==> config.mk <==
export PLATFORM = sky130hd
export DESIGN_NAME = divider
export DESIGN_NICKNAME = d
export VERILOG_FILES = /design/src/rtl/divider.sv
export SDC_FILE = /design/constraint.sdc
export NUM_CORES = 1
export LEC_CHECK = 0
export ABC_AREA = 1
export BUFFER_PORTS_ARGS = -buffer_cell sky130_fd_sc_hd__clkbuf_2
export CORE_MARGIN = 2
export CORE_UTILIZATION = 60
export CTS_CLUSTER_SIZE = 10
export DETAILED_ROUTE_END_ITERATION = 12
export GPL_TIMING_DRIVEN = 0
export MAX_ROUTING_LAYER = met4
export PLACE_DENSITY = 0.8
export SLEW_MARGIN = 20
export SYNTH_ARGS = -nofsm -noshare
export SYNTH_HDL_FRONTEND = slang
export SYNTH_SLANG_ARGS = --single-unit
==> constraint.sdc <==
create_clock -name clk -period 2.72 [get_ports clk]
set_input_delay 0.272 -clock clk [delete_from_list [all_inputs] [get_ports clk]]
set_output_delay 0.272 -clock clk [all_outputs]
set_load 0.02 [all_outputs]
==> src/rtl/divider.sv <==
// divider
//   Multi-cycle signed 32-bit divider (div / mod) for the execute stage.
//   Restoring shift-subtract, one quotient bit per cycle. Fixed latency of
//   33 cycles from the accepting edge to the done pulse, including the
//   divide-by-zero case.
//
// Ports
//   clk          rising-edge clock
//   rst_n        synchronous active-low reset
//   start        request pulse, accepted only while idle
//   A, B         signed dividend / divisor, sampled on the accepting edge
//   isMod        0 = return quotient, 1 = return remainder
//   result       quotient or remainder, updated only on the done edge
//   busy         high while an operation is in flight
//   done         one-cycle pulse, result valid in the same cycle
//   div_by_zero  registered with result; set when the divisor was 0
module divider (
  input  logic        clk,
  input  logic        rst_n,
  input  logic        start,
  input  logic [31:0] A,
  input  logic [31:0] B,
  input  logic        isMod,
  output logic [31:0] result,
  output logic        busy,
  output logic        done,
  output logic        div_by_zero
);

  typedef enum logic [1:0] {
    S_IDLE,
    S_RUN,
    S_FIX
  } state_e;

  state_e      state_q, state_d;
  logic [4:0]  cnt_q, cnt_d;
  logic [31:0] rem_q, rem_d;       // working remainder (always < |B| between steps)
  logic [31:0] dvd_q, dvd_d;       // dividend shifts out, quotient shifts in
  logic [31:0] divs_q, divs_d;     // |B|
  logic        sgnq_q, sgnq_d;
  logic        sgnr_q, sgnr_d;
  logic        mod_q, mod_d;
  logic        bz_q, bz_d;
  logic [31:0] result_q, result_d;
  logic        done_q, done_d;
  logic        dbz_q, dbz_d;

  logic [32:0] rem_shift;
  logic [32:0] rem_sub;
  logic        rem_ge;
  logic [31:0] abs_a;
  logic [31:0] abs_b;
  logic [31:0] q_signed;
  logic [31:0] r_signed;

  // Magnitudes; |0x80000000| wraps to 0x80000000, which is correct as unsigned.
  always_comb begin
    abs_a = A[31] ? -A : A;
    abs_b = B[31] ? -B : B;
  end

  // One restoring step.
  always_comb begin
    rem_shift = {rem_q, dvd_q[31]};
    rem_sub   = rem_shift - {1'b0, divs_q};
    rem_ge    = (rem_shift >= {1'b0, divs_q});
  end

  // Sign fix-up. With a zero divisor every step subtracts nothing, so the
  // final remainder is |A| and the signed remainder already equals A; only
  // the quotient needs the override.
  always_comb begin
    q_signed = sgnq_q ? -dvd_q : dvd_q;
    r_signed = sgnr_q ? -rem_q : rem_q;
    if (bz_q) begin
      q_signed = '1;
    end
  end

  always_comb begin
    state_d  = state_q;
    cnt_d    = cnt_q;
    rem_d    = rem_q;
    dvd_d    = dvd_q;
    divs_d   = divs_q;
    sgnq_d   = sgnq_q;
    sgnr_d   = sgnr_q;
    mod_d    = mod_q;
    bz_d     = bz_q;
    result_d = result_q;
    dbz_d    = dbz_q;
    done_d   = 1'b0;

    unique case (state_q)
      S_IDLE: begin
        if (start) begin
          rem_d   = '0;
          dvd_d   = abs_a;
          divs_d  = abs_b;
          sgnq_d  = A[31] ^ B[31];
          sgnr_d  = A[31];
          mod_d   = isMod;
          bz_d    = (B == '0);
          cnt_d   = '0;
          state_d = S_RUN;
        end
      end
      S_RUN: begin
        if (rem_ge) begin
          rem_d = rem_sub[31:0];
        end else begin
          rem_d = rem_shift[31:0];
        end
        dvd_d = {dvd_q[30:0], rem_ge};
        cnt_d = cnt_q + 5'd1;
        if (cnt_q == 5'd31) begin
          state_d = S_FIX;
        end
      end
      S_FIX: begin
        result_d = mod_q ? r_signed : q_signed;
        dbz_d    = bz_q;
        done_d   = 1'b1;
        state_d  = S_IDLE;
      end
      default: begin
        state_d = S_IDLE;
      end
    endcase
  end

  always_ff @(posedge clk) begin
    if (!rst_n) begin
      state_q  <= S_IDLE;
      cnt_q    <= '0;
      rem_q    <= '0;
      dvd_q    <= '0;
      divs_q   <= '0;
      sgnq_q   <= 1'b0;
      sgnr_q   <= 1'b0;
      mod_q    <= 1'b0;
      bz_q     <= 1'b0;
      result_q <= '0;
      done_q   <= 1'b0;
      dbz_q    <= 1'b0;
    end else begin
      state_q  <= state_d;
      cnt_q    <= cnt_d;
      rem_q    <= rem_d;
      dvd_q    <= dvd_d;
      divs_q   <= divs_d;
      sgnq_q   <= sgnq_d;
      sgnr_q   <= sgnr_d;
      mod_q    <= mod_d;
      bz_q     <= bz_d;
      result_q <= result_d;
      done_q   <= done_d;
      dbz_q    <= dbz_d;
    end
  end

  assign result      = result_q;
  assign done        = done_q;
  assign div_by_zero = dbz_q;
  assign busy        = (state_q != S_IDLE);

endmodule
# Word level (Yosys, flattened, before mapping)
# Cells that the tools add are included.
[op_classes]
mux = 17
reduce_logical = 7
bitwise_logic = 1
n_eq_ne = 5
add_sub_neg = 6
shift = 0
order_cmp = 1
div_mod_pow = 0
multipliers = 0
[ops]
columns = ["operator", "n"]
rows = [
  ["two-way mux 32 bit", 9],
  ["negator 32 bit", 4],
  ["one-hot mux 32 bit (2 select lines)", 2],
  ["greater-or-equal comparator 33 x 32 -> 1 bit", 1],
  ["zero test 32 bit", 1],
  ["subtractor 32 bit", 1],
  ["one-hot mux 5 bit (2 select lines)", 1],
  ["AND reduction 2 bit", 3],
  ["adder 5 x 1 -> 5 bit, second input constant", 1],
  ["== test 5 bit, second input constant", 1],
  ["two-way mux 5 bit", 1],
  ["two-way mux 2 bit", 2],
  ["inequality test 2 bit, second input constant", 2],
  ["one-hot mux 2 bit (2 select lines)", 1],
  ["nonzero test 2 bit", 2],
  ["== test 2 x 1 -> 1 bit, second input constant", 1],
  ["== test 2 bit, second input constant", 1],
  ["zero test 2 bit", 1],
  ["two-way mux 1 bit", 1],
  ["XOR 1 bit", 1],
]
[totals]
mem_bits_rw = 0
mem_bits_ro = 0
elab_cells = 49
inputBits = 68
out_inout_bits = 35
ff_bits = 141
n_memories = 0
latch_bits = 0

# Logic depth before layout (Yosys ltp)
# Gate-level depths: netlist (run 1).
[logic_depth]
depth_word = 4
ltp_mapped = 16
mapped_depth_nobuf = 16

# Least setup slack after synthesis (run 1)
# Ideal clock, no wire load.
[synth_path]
path_type = "register to register"
start = "register rem_q[7]"
end = "register rem_q[24]"
path_slack_ns = 0.864
n_path_buf = 1
path_stages_with_launch = 14
setup_time_ns = 0.132
period_less_slack_ns = 1.856
required_time_ns = 2.588
t_arrival_ns = 1.724
path_cell_list = "dfxtp_1 > ha_1 > nand2_1 > nor2_2 > nand2_1 > inv_2 > nand2_1 > nor2_4 > nor2_8 > nand2_4 > buf_6 > nand2_1 > nand3_1 > a21oi_1"
[synth_via]
elab_chain_cells = 3
word_cells_on_any_way = 4
classes_between = "add/sub (1); order compare (1); mux (2)"
[synth_lines]
columns = ["element", "line_no", "rtl"]
rows = [
  ["start: declaration", "38", "logic [31:0] rem_q, rem_d;"],
  ["start signal: assignment", "150", "rem_q <= rem_d;"],
  ["subtractor 32 bit or greater-or-equal comparator 33 x 32 -> 1 bit (tied branches)", "66, 67", ""],
  ["two-way mux 32 bit *", "110", "if (rem_ge) begin"],
  ["one-hot mux 32 bit (2 select lines) *", "95", "unique case (state_q)"],
]
# Mark *: on every way between the ends. The rest lies on a longest branch, timed or not.
# A chain may end at the register's enable or synchronous reset.

# Worst setup path in the final report (run 1)
[layout_path]
start = "register dvd_q[31]"
end = "register rem_q[26]"
[layout_via]
elab_chain_cells = 3
word_cells_on_any_way = 4
classes_between = "add/sub (1); order compare (1); mux (2)"
[layout_lines]
columns = ["element", "line_no", "rtl"]
rows = [
  ["start: declaration", "39", "logic [31:0] dvd_q, dvd_d;"],
  ["start signal: assignment", "151", "dvd_q <= dvd_d;"],
  ["subtractor 32 bit or greater-or-equal comparator 33 x 32 -> 1 bit (tied branches)", "66, 67", ""],
  ["two-way mux 32 bit *", "110", ""],
  ["one-hot mux 32 bit (2 select lines) *", "95", ""],
]
# Marks and branches as above.

==> run_results.csv, run 1 <==
group,metric,value,unit
worst_setup_path,cp.required,3.07,ns
synthesis,yosysWarnings,0,
final_layout,fillCellCount,1902,
clock_tree,ctsResizeCount,0,
final_layout,multi_input_area,7863,sq um
clock_tree,numCtsBuffers,17,
final_layout,layout_commonest_cell,"nand2_1",
synthesis,ys.flop_type,"dfxtp_1",
timing,finClkSkew,0.008081,ns
detailed_routing,dr_wl_met3,4.806,mm
detailed_routing,vias,14420,
detailed_routing,postRouteAntennaNets,0,
timing,fmax,401.8,MHz
detailed_routing,routed_via_density,5.796,
global_routing,grtUsageTotal,0.4089,
synthesis,synth_fa_ha_area_frac,0.04061,
clock_tree,clockBufferDepth,2,
synthesis,synth_xor_area_frac,0.02441,
global_routing,grt-ovfl-total,0,
global_routing,grt_max_degree,17,
placement,io_buffers,101,
timing,period_share,0.9151,
detailed_routing,wire_per_inst,17.29,microns
global_routing,grt_pass1_vias,13110,
worst_setup_path,crit_fanout,4,
detailed_routing,drtPass1Iterations,8,
clock_tree,cts_tree,"yes",
synthesis,synth_top_area_frac,0.2314,
final_layout,seqCellArea,2823,sq um
placement,dp_hpwl,34.78,mm
placement,gp_congestion,1.032,
global_routing,antenna_found_initial,0,
timing,slew_violations,0,
die,core,20100,sq um
timing,tightest_slew,1.043,ns
worst_hold_path,hold-path-cell-count,3,
power_and_ir_drop,powerDensity,818.3,nW/um^2
timing,finalCriticalPeriod,2.489,ns
worst_hold_path,worstHoldPathType,"input pin to flop",
detailed_routing,wl_met1,18.51,mm
die,die_h,146.6,microns
worst_setup_path,r2r_cells,15,
final_layout,final_util,0.6776,
worst_setup_path,rr_startpoint,"dvd_q[31]$_SDFFE_PN0P_",
synthesis,synth_compound_area_frac,0.1608,
detailed_routing,drtIter0Drc,1504,
clock_tree,clkTransAtPathRegs,0.06,ns
detailed_routing,top_layer,"met4",
synthesis,ys_seq_area_frac,0.2314,
power_and_ir_drop,power,11150,uW
die,pin_count,103,
synthesis,synth_nets,2192,
clock_tree,htreeDepth,4,
clock_tree,cts_root_buf,"clkbuf_16",
detailed_routing,wl,43.01,mm
run,drv_cap,0,
clock_tree,clkLatencyLatePin,0.43,ns
timing,hold_viol_final,0,
final_layout,antenna_cells,0,
die,initial_core_util,0.6069,
global_routing,grt_pass1_wl,68.20,mm
power_and_ir_drop,p_leak,0.006840,uW
synthesis,ys_seq_elements,141,
timing,setup_viol,0,
synthesis,synth.distinct_cells,52,
detailed_routing,dr_wl_met2,18.54,mm
final_layout,synthToLayoutAreaGrowth,11.65,%
timing,slew_headroom,0.3023,
synthesis,synth_area_leaders,"dfxtp_1, nand2_1, inv_1, nand3_1, a21oi_1",
status,status,"completed",
synthesis,syn_avg_cell_area,5.852,sq um
worst_setup_path,crit_type,"flop to flop",
final_layout,mostFrequentLayoutCells,"nand2_1, inv_1, nand3_1",
worst_setup_path,start_kind,"flop",
worst_hold_path,holdCritStartpoint,"B[1]",
timing,fin_setup_tns,0,ns
synthesis,synthArstFlopShare,0,
die,rows,52,
worst_setup_path,rr_endpoint,"rem_q[26]$_SDFFE_PN0P_",
clock_tree,cts.sinks,141,
clock_tree,cts_hold_buffers,0,
die,dieArea,21490,sq um
worst_setup_path,r2r_setup_slack,0.23,ns
synthesis,syn_area,12200,sq um
synthesis,synth-simple-area-share,0.4186,
synthesis,synth_top_family_by_area,"simple AND/OR/NAND/NOR gates",
synthesis,synth_top_area_cell,"dfxtp_1",
synthesis,muxShareOfSynthArea,0,
timing,fin_ws,0.2309,ns
detailed_routing,route.detailed.drc,0,
die,die_w,146.6,microns
clock_tree,post-cts-setup-buffer-count,0,
synthesis,synth_edf_count,0,
worst_hold_path,holdPathEnd,"divs_q[1]$_SDFFE_PN0P_",
worst_setup_path,critPathCaptureType,"flop",
placement,dp_slack,0.2922,ns
timing,rsz0062_at_grt,"no",
worst_setup_path,arrival,2.84,ns
synthesis,netlist_instances,2085,
final_layout,fin_nets,2312,
final_layout,drive_gt1_frac,0.1118,
power_and_ir_drop,ir_worst_vdd,0.4453,mV
layout make-up:
| cell class | count | share of cell area |
|---|---|---|
| well taps | 270 | 0.02480 |
| multi-input cells | 1561 | 0.5772 |
| repair buffers | 101 | 0.03711 |
| flip-flops and latches | 141 | 0.2072 |
| inverters | 305 | 0.08405 |
| plain buffers | 78 | 0.02719 |
| clock inverters | 11 | 0.007899 |
| clock buffers | 21 | 0.03454 |
cell families (layout without fill, tap and decap cells):
family          count (synthesis)  in the layout
compound gates                359            359
xor+xnor                       34             34
fa+ha+maj                      39             39
buf+inv                       383            516
flops                         141            141
simple gates                 1129           1129
worst max path at each step:
stage                                start                      to  slack (ns)  cells after the start
CTS                 dvd_q[31]$_SDFFE_PN0P_  rem_q[28]$_SDFFE_PN0P_        0.27                     15
floorplan            rem_q[7]$_SDFFE_PN0P_  rem_q[24]$_SDFFE_PN0P_        0.86                     13
detailed placement  dvd_q[31]$_SDFFE_PN0P_  rem_q[28]$_SDFFE_PN0P_        0.29                     15
global route        dvd_q[31]$_SDFFE_PN0P_  rem_q[28]$_SDFFE_PN0P_        0.05                     15
global placement    dvd_q[31]$_SDFFE_PN0P_  rem_q[28]$_SDFFE_PN0P_        0.35                     15
finish              dvd_q[31]$_SDFFE_PN0P_  rem_q[26]$_SDFFE_PN0P_        0.23                     15
sequential cells by signal, summed over array words and instances (netlist names):
signal / cells
rem_q: 32
dvd_q: 32
bz_q: 1
divs_q: 32
state_q: 2
mod_q: 1
sgnq_q: 1
cnt_q: 5
div_by_zero: 1
sgnr_q: 1
result: 32
done: 1
Yosys cell counts (11+ instances only):
cell type  number
nand2_1       588
ha_1           38
nand3_1       204
nand2_2        14
nand3b_1       15
nor2_1        169
a22oi_1        17
xnor2_1        20
nand3_2        34
a21oi_1       162
a31oi_1        32
clkbuf_1       59
dfxtp_1       141
nand4_1        25
xor2_1         14
nor3_1         31
o21ai_1        13
inv_1         279
o21ai_0       105
nor2_2         11
inv_2          23
metal layers:
metal,vias to the layer above,track usage
li1,7041,-
met1,6514,0.5558
met2,768,0.6190
met3,98,0.07781
met4,0,0.1204
met5,-,-
critical path, stage by stage, from the launching register on:
cell and delay (ns):
dfxtp_1 0.37, inv_1 0.17, ha_1 0.17, inv_1 0.08
fa_1 0.49, nand2_1 0.12, nand3_1 0.19, nand2_1 0.11
nand2_1 0.14, nand2_1 0.12, nand2_1 0.06, nand2_1 0.06
nand2_1 0.06, nand2_1 0.07, nand3_1 0.06, a21oi_1 0.15
stage by stage:
stage | hold slack [ns] | std cells | instance area, sq um
finish | 0.1164 | 2488 | 13620
global route | 0.1191 | 2488 | 13620
CTS | 0.1146 | 2488 | 13620
detailed placement | 0.4576 | 2456 | 13040
global placement | 0.4537 | 2456 | 13040
floorplan | 0.4222 | 2085 | 12200
report_power, final:
| group | internal, uW | total (uW) | switching, uW |
|---|---|---|---|
| Clock | 1340 | 2330 | 987 |
| Combinational | 2160 | 6310 | 4160 |
| Sequential | 2240 | 2510 | 263 |
| Total | 5740 | 11100 | 5410 |
Power figures use the tool's default switching activity.
==> run 2, diff against run 1 <==
- CORE_UTILIZATION: 60 -> 25
- PLACE_DENSITY: 0.8 -> default
==> run 2 against run 1 <==
Flip-flop and latch count is the same. Register-to-register slack is essentially flat. Critical endpoint is now rem_q[16]$_SDFFE_PN0P_. Die area is 140% higher. Utilization is 38 points lower. Fmax grew 0.54%. Via count decreased by 4.2%. Clock-buffer cell count fell by 3. Largest cell class unchanged.
==> run_results.csv, run 2 (same netlist as run 1, synthesis figures left out) <==
group,metric,value,unit
status,status,"completed",
clock_tree,clockBufferDepth,2,
worst_hold_path,holdCritStartpoint,"B[1]",
placement,placed_area,13480,sq um
worst_setup_path,endpoint,"rem_q[16]$_SDFFE_PN0P_",
global_routing,gr-usage-met1,0.2563,
run,drv_cap,0,
timing,rsz0062_at_grt,"no",
detailed_routing,postRouteAntennaNets,0,
worst_setup_path,crit_chain,"inv_1 -> ha_1 -> inv_1 -> fa_1 -> nand2_1 -> nand2_1 -> nand2_1 -> nand2_1 -> nand2_1 -> nand2_1 -> xnor2_1 -> nand2_1 -> nand3_1 -> a21oi_1",
timing,finClkSkew,0.006976,ns
global_routing,met3_usage,0.02412,
global_routing,grt_pass1_wl,72.80,mm
detailed_routing,drtPass1Iterations,7,
worst_setup_path,cpMaxStageDelayCell,"fa_1",
placement,dp_hpwl,39.00,mm
worst_setup_path,rr_startpoint,"dvd_q[31]$_SDFFE_PN0P_",
detailed_routing,vias,13820,
placement,gp_congestion,0.9372,
timing,period_share,0.9102,
worst_setup_path,start_kind,"flop",
timing,slew_headroom,0.3812,
worst_setup_path,r2r_setup_slack,0.24,ns
timing,fin_setup_tns,0,ns
clock_tree,cts_hold_buffers,0,
final_layout,synthToLayoutAreaGrowth,15.53,%
clock_tree,htreeDepth,4,
timing,setup_viol,0,
clock_tree,cts.sinks,141,
worst_setup_path,cp_slowest_stage_delay,0.49,ns
detailed_routing,wl,47.41,mm
die,core,47950,sq um
timing,tightest_slew,0.9248,ns
final_layout,layout_commonest_cell,"nand2_1",
global_routing,busiest_layer,"met2",
timing,slew_violations,0,
worst_setup_path,crit_path_start,"dvd_q[31]$_SDFFE_PN0P_",
placement,io_buffers,101,
timing,fin_ws,0.2443,ns
clock_tree,cts_tree,"yes",
die,die_h,224.9,microns
global_routing,grt_max_degree,17,
global_routing,grtUsageTotal,0.1919,
die,initial_core_util,0.2545,
clock_tree,clkLatencyLatePin,0.43,ns
timing,whs,0.1478,ns
worst_setup_path,cp.required,3.02,ns
detailed_routing,wire_per_inst,16.74,microns
final_layout,final_util,0.2940,
global_routing,grt-ovfl-total,0,
clock_tree,ctsResizeCount,0,
worst_setup_path,r2r_cells,14,
power_and_ir_drop,ir_worst_vdd,0.5134,mV
final_layout,fillCellCount,5402,
worst_setup_path,rr_endpoint,"rem_q[16]$_SDFFE_PN0P_",
worst_setup_path,crit_type,"flop to flop",
global_routing,grt_util_met2,0.3058,
final_layout,drive_gt1_frac,0.1114,
worst_setup_path,cpMostUsedCell,"nand2_1",
global_routing,antenna_found_initial,0,
detailed_routing,drtIter0Drc,1325,
detailed_routing,route.detailed.drc,0,
clock_tree,post-cts-setup-buffer-count,0,
power_and_ir_drop,powerDensity,803.7,nW/um^2
placement,dp_slack,0.2641,ns
worst_hold_path,worstHoldPathType,"input pin to flop",
worst_setup_path,arrival,2.78,ns
clock_tree,numCtsBuffers,17,
clock_tree,cts_root_buf,"clkbuf_16",
final_layout,fin_area,14090,sq um
final_layout,antenna_cells,0,
die,pin_count,103,
final_layout,fin_nets,2312,
final_layout,mostFrequentLayoutCells,"nand2_1, inv_1, nand3_1",
timing,finalCriticalPeriod,2.476,ns
die,die_w,224.9,microns
worst_setup_path,crit_fanout,4,
die,dieArea,50580,sq um
timing,fmax,403.9,MHz
worst_hold_path,hold-path-cell-count,3,
timing,hold_viol_final,0,
clock_tree,clkTransAtPathRegs,0.07,ns
detailed_routing,routed_via_density,4.880,
worst_setup_path,critPathCaptureType,"flop",
global_routing,grt_pass1_vias,12710,
power_and_ir_drop,p_leak,0.006872,uW
die,rows,80,
[run 2: through the flow]
step / cells / power (uW)
2_1_floorplan: 2085 / 7124
3_3_place_gp: 2801 / 8720
3_5_place_dp: 2801 / 8723
4_1_cts: 2832 / 11270
5_1_grt: 2832 / 12220
6_report: 2832 / 11330
[run 2: how the worst min path moves through the flow]
stage / slack (ns) / end
finish: 0.15 / divs_q[1]$_SDFFE_PN0P_
global route: 0.16 / divs_q[0]$_SDFFE_PN0P_
CTS: 0.13 / divs_q[1]$_SDFFE_PN0P_
detailed placement: 0.46 / result[22]$_SDFFE_PN0P_
global placement: 0.46 / cnt_q[3]$_SDFFE_PN0P_
floorplan: 0.42 / divs_q[19]$_SDFFE_PN0P_
[run 2: layout make-up]
class	instances	area, sq um	area share
multi-input cells	1561	7863	0.5578
flip-flops and latches	141	2823	0.2003
inverters	305	1145	0.08122
well taps	615	769.5	0.05459
repair buffers	101	505.5	0.03586
clock buffers	18	429.2	0.03045
plain buffers	78	370.4	0.02628
clock inverters	13	190.2	0.01349
[run 2: per-layer routing]
| metal | wire length (microns) | vias up |
|---|---|---|
| met5 | 0 | - |
| met4 | 873 | 0 |
| met3 | 2852 | 41 |
| met2 | 21620 | 422 |
| met1 | 22070 | 6325 |
| li1 | - | 7032 |
[run 2: worst max-delay path: cells and delay by family, from the launching register on]
kind	cells	cell delay (ns)
and+or+nand+nor	8	0.73
adders and majority gates	2	0.66
DFF	1	0.37
buffers and inverters	2	0.27
xor gates and xnor gates	1	0.25
AOI/OAI and AO/OA	1	0.05
[run 2: where the power goes]
part	switching, uW	internal [uW]	total [uW]
sequential	270	2240	2510
clock	992	1540	2530
combinational	4130	2150	6290
